[src/rtl/full_adder.sv]
// Parameterizable ripple-carry adder with a combinational result and a one-cycle registered copy.
// Optional signed-overflow outputs (ovf, ovf_q) are enabled by defining FULL_ADDER_OVF_EN.
module full_adder #(
  parameter int WIDTH = 1
) (
  input  logic             clk,
  input  logic             rst,
  input  logic [WIDTH-1:0] a,
  input  logic [WIDTH-1:0] b,
  input  logic             c_in,
  input  logic             in_valid,
  output logic [WIDTH-1:0] sum,
  output logic             c_out,
  output logic [WIDTH-1:0] sum_q,
  output logic             c_out_q,
  output logic             out_valid
`ifdef FULL_ADDER_OVF_EN
  ,
  output logic             ovf,
  output logic             ovf_q
`endif
);

  // c[i] is the carry into bit i; c[WIDTH] is the carry out of the whole chain.
  logic [WIDTH:0] c;

  assign c[0] = c_in;

  for (genvar i = 0; i < WIDTH; i++) begin : g_bit
    assign sum[i]   = a[i] ^ b[i] ^ c[i];
    assign c[i+1]   = (a[i] & b[i]) | (c[i] & (a[i] ^ b[i]));
  end

  assign c_out = c[WIDTH];

`ifdef FULL_ADDER_OVF_EN
  assign ovf = c[WIDTH] ^ c[WIDTH-1];
`endif

  // Valid semantics: in_valid high at a rising clk edge captures the current
  // combinational result; out_valid is in_valid delayed by one cycle. There is
  // no back-pressure, so a new transaction may be presented every cycle and
  // sum_q/c_out_q hold their last captured value when in_valid is low.
  always_ff @(posedge clk or posedge rst) begin
    if (rst) begin
      sum_q     <= '0;
      c_out_q   <= 1'b0;
      out_valid <= 1'b0;
`ifdef FULL_ADDER_OVF_EN
      ovf_q     <= 1'b0;
`endif
    end else begin
      out_valid <= in_valid;
      if (in_valid) begin
        sum_q   <= sum;
        c_out_q <= c_out;
`ifdef FULL_ADDER_OVF_EN
        ovf_q   <= ovf;
`endif
      end
    end
  end

endmodule

[config.mk]
export PLATFORM = sky130hd
export DESIGN_NAME = full_adder
export DESIGN_NICKNAME = d
export VERILOG_FILES = /design/src/rtl/full_adder.sv
export SDC_FILE = /design/constraint.sdc
export NUM_CORES = 1
export LEC_CHECK = 0
export ABC_AREA = 1
export CORE_AREA = 2 2 39 41
export DETAILED_ROUTE_END_ITERATION = 7
export DIE_AREA = 0 0 41 43
export PLACE_DENSITY = 0.35
export SYNTH_ARGS = -nofsm -noshare
export SYNTH_HDL_FRONTEND = slang
export SYNTH_SLANG_ARGS = --single-unit
[constraint.sdc]
create_clock -name clk -period 1.6 [get_ports clk]
set_input_delay 0.16 -clock clk [delete_from_list [all_inputs] [get_ports clk]]
set_output_delay 0.16 -clock clk [all_outputs]
set_load 0.03 [all_outputs]
==> summary.md <==
| Metric | Value |
|---|---|
| RSZ-0062 raised after global routing | `no` |
| Period utilization | `96.7%` |
| Least-Margin Pin Slew | `roughly 0.31 ns` |
| Outcome | `finished, final reports clean` |
| # rows | `14` |
| Startpoint types | `input port` |
| Routability Congestion | `0.572` |
| Slew HR | `79.2%` |
| Crit. End Element | `output port` |
| Slew Limit Fails | `0` |
| Worst path arrival time | `1.39 ns` |
| CTS Buffer Depth | `2` |
| Crit Path Class | `in -> out` |
| Top-area cell type share of the netlist area | `60.0%` |
| Critical Path Slowest Stage Cell | `fa_1` |
| Skew-Pair Late Insertion Delay | `0.23 ns` |
| Asr flop ratio synth | `100%` |
| PwrDens | `1110 nW/um2` |
| Largest net degree at the start of global routing | `5` |
| Req. time, crit path | `1.44 ns` |
| Via Count | `128` |
| Die Y | `43 um` |
| Synth Register Bits | `3` |
| Clock power share | `43.8%` |
| Synthesized net count | `19` |
| CTS tree | `done` |
| P&R area growth vs syn | `121%` |
| I/O Pins | `11` |
| Endpoints failing setup | `0` |
| Clock skew | `0 ns` |
| Syn. warnings | `0` |
| Dominant cell type by area after synthesis | `dfrtp_1` |
| Leakage | `0.132 nW` |
| Cell Int Power | `0.217 mW` |
| DRT Pass-1 Iters | `2` |
| Switching share of total power | `29.4%` |
| Synth cell types | `4` |
| Sequential-to-total area share from yosys stat | `about three fifths` |
| Total track usage | `under 10%` |
| Vias in the first global route | `107` |
| Max Fclk | `646 MHz` |
| Post-layout util | `20.0%` |
| Sequential share of power | `28.5%` |
| Most frequent cell after synthesis | `nand2_1` |
| Max-cap violations | `0` |
| Ranking of synthesized cells by area | `dfrtp_1 (60%), nand2_1 (18%), fa_1 (16%), inv_1 (6.0%)` |
| Net Sw Power | `0.0906 mW` |
| Worst-path cell chain | `clkdlybuf4s50_1, fa_1, clkdlybuf4s15_1` |
| DRC violations left | `0` |
| Max FO, Critical Path | `2` |
| Core area | `1380 um2` |
| Synth cell count leaders | `nand2_1 (6), dfrtp_1 (3), inv_1 (2)` |
| Gr ovfl total | `0` |
| Syn_area_per_cell | `around 10 um2` |
| First-pass GRT wire length | `~460 um` |
| Slowest stage delay, CP | `0.44 ns` |
| Per-cell routed wire length | `6.77 um` |
| Final Hold Vio Count | `0` |
| Final ANT Viol Nets | `0` |
| Die area | `1760 um2` |
| Post-Route WL | `291 um` |
| Logic gate share of total power | `27.7%` |
| Clock sinks | `3` |
| Initial DRC count | `3` |
| Max VDD drop | `0.195 mV` |
| Hold slack final | `0.0925 ns` |
| Minimum clock period | `1.55 ns` |
| Clock Pin Slew Worst Setup and Hold Paths | `roughly 0.04 ns` |
| Fillcell total | `between 150 and 200` |
| Post-synth EDFFs | `0` |
| Die X-Extent | `between 40 and 50 um` |
| CTS Root Cell | `clkbuf_4` |
| Hold buffer count at CTS | `0` |
| Mapped cell area | `125 um2` |
| Vias per std cell | `2.98` |
| Hold WC Path Type | `in -> async` |
| Number of antenna diodes | `0` |
| Cell count after synthesis | `12` |
| # Post-CTS Setup Buffers | `0` |
| Nets@finish | `35` |
| Starting Density | `9.04%` |
| Layout cells sized above 1 | `18.5%` |
| FF-to-FF path depth | `2` |
| Main synth FF type | `dfrtp_1` |
| H-tree depth | `1` |
| PortBufs | `10` |
| Num CTS Buffers | `3` |
| Antenna violations before repair | `0` |
## critical path, delay by kind of cell
family                   cells  cell delay [ns]
buffers and inverters        2             0.78
adder cells (fa/ha/maj)      1             0.44
## cell usage in the layout, fill, tap and decap left out, drive strengths merged
master / instances
dfrtp: 3
nand2: 6
clkdlybuf4s15: 1
fa: 1
clkbuf: 4
buf: 2
inv: 2
clkdlybuf4s50: 8
## area by class of cell
type / instances / area, um2 / share of cell area, %
Timing Repair Buffer: 11 / 105 / 38.0
Sequential cell: 3 / 75.1 / 27.1
Multi-Input combinational cell: 7 / 42.5 / 15.4
Clock buffer: 4 / 26.3 / 9.50
Tap cell: 16 / 20.0 / 7.24
Inverter: 2 / 7.51 / 2.71
## flip-flops by register name (all words and copies together), names as in the netlist
name,count
c_out_q,1
out_valid,1
sum_q,1
## per-layer routing
layer | global-route usage, % | up-vias | part of all wire (%)
met2 | 4.06 | 13 | 33
li1 | - | 64 | -
met1 | 4.85 | 49 | 39
met3 | 4.71 | 2 | 23
met5 | 0 | - | 0
met4 | 8.00 | 0 | 4.8
## path summary, 6_finish.rpt
| kind | startpoint | endpoint | slack (ns) |
|---|---|---|---|
| hold reg to reg | c_out_q$_DFFE_PP0P_ | c_out_q$_DFFE_PP0P_ | 0.47 |
| setup reg to reg | sum_q$_DFFE_PP0P_ | sum_q$_DFFE_PP0P_ | 1.02 |
| hold / removal | rst | sum_q$_DFFE_PP0P_ | 0.09 |
| min in group clk | c_out_q$_DFFE_PP0P_ | c_out_q$_DFFE_PP0P_ | 0.47 |
| setup / recovery | a | c_out | 0.05 |
| max in group asynchronous | rst | out_valid$_DFF_PP0_ | 1.38 |
## cells by family after synthesis
group                      count (synthesis)  synth area share (%)
DFF                                        3                  60.0
adders and majority gates                  1                  16.0
and+or+nand+nor                            6                  18.0
buffers and inverters                      2                  6.00
## power groups by stage
stage               registers (mW)  logic (mW)  clock network, mW
floorplan                    0.105      0.0280                  0
global placement            0.0885      0.0863                  0
detailed placement          0.0888      0.0864                  0
CTS                         0.0879      0.0852              0.142
global route                0.0885      0.0916              0.159
finish                      0.0877      0.0853              0.135
## per-stage QoR
step | TNS [ns] | instance area [um2] | std cells | power [mW] | setup slack (ns)
2_1_floorplan | 0 | 125 | 12 | 0.133 | 0.502
3_3_place_gp | -0.193 | 250 | 39 | 0.175 | -0.193
3_5_place_dp | -0.201 | 250 | 39 | 0.175 | -0.201
4_1_cts | 0 | 275 | 43 | 0.315 | 0.0330
5_1_grt | 0 | 277 | 43 | 0.339 | 0.00702
6_report | 0 | 277 | 43 | 0.308 | 0.0527
## timing repair
item / in CTS / in global routing
gates resized for setup: 1 / 1
setup endpoints to repair: 1 / 1
gates cloned: 0 / 0
Note: power is estimated with default switching activity, not from simulation.
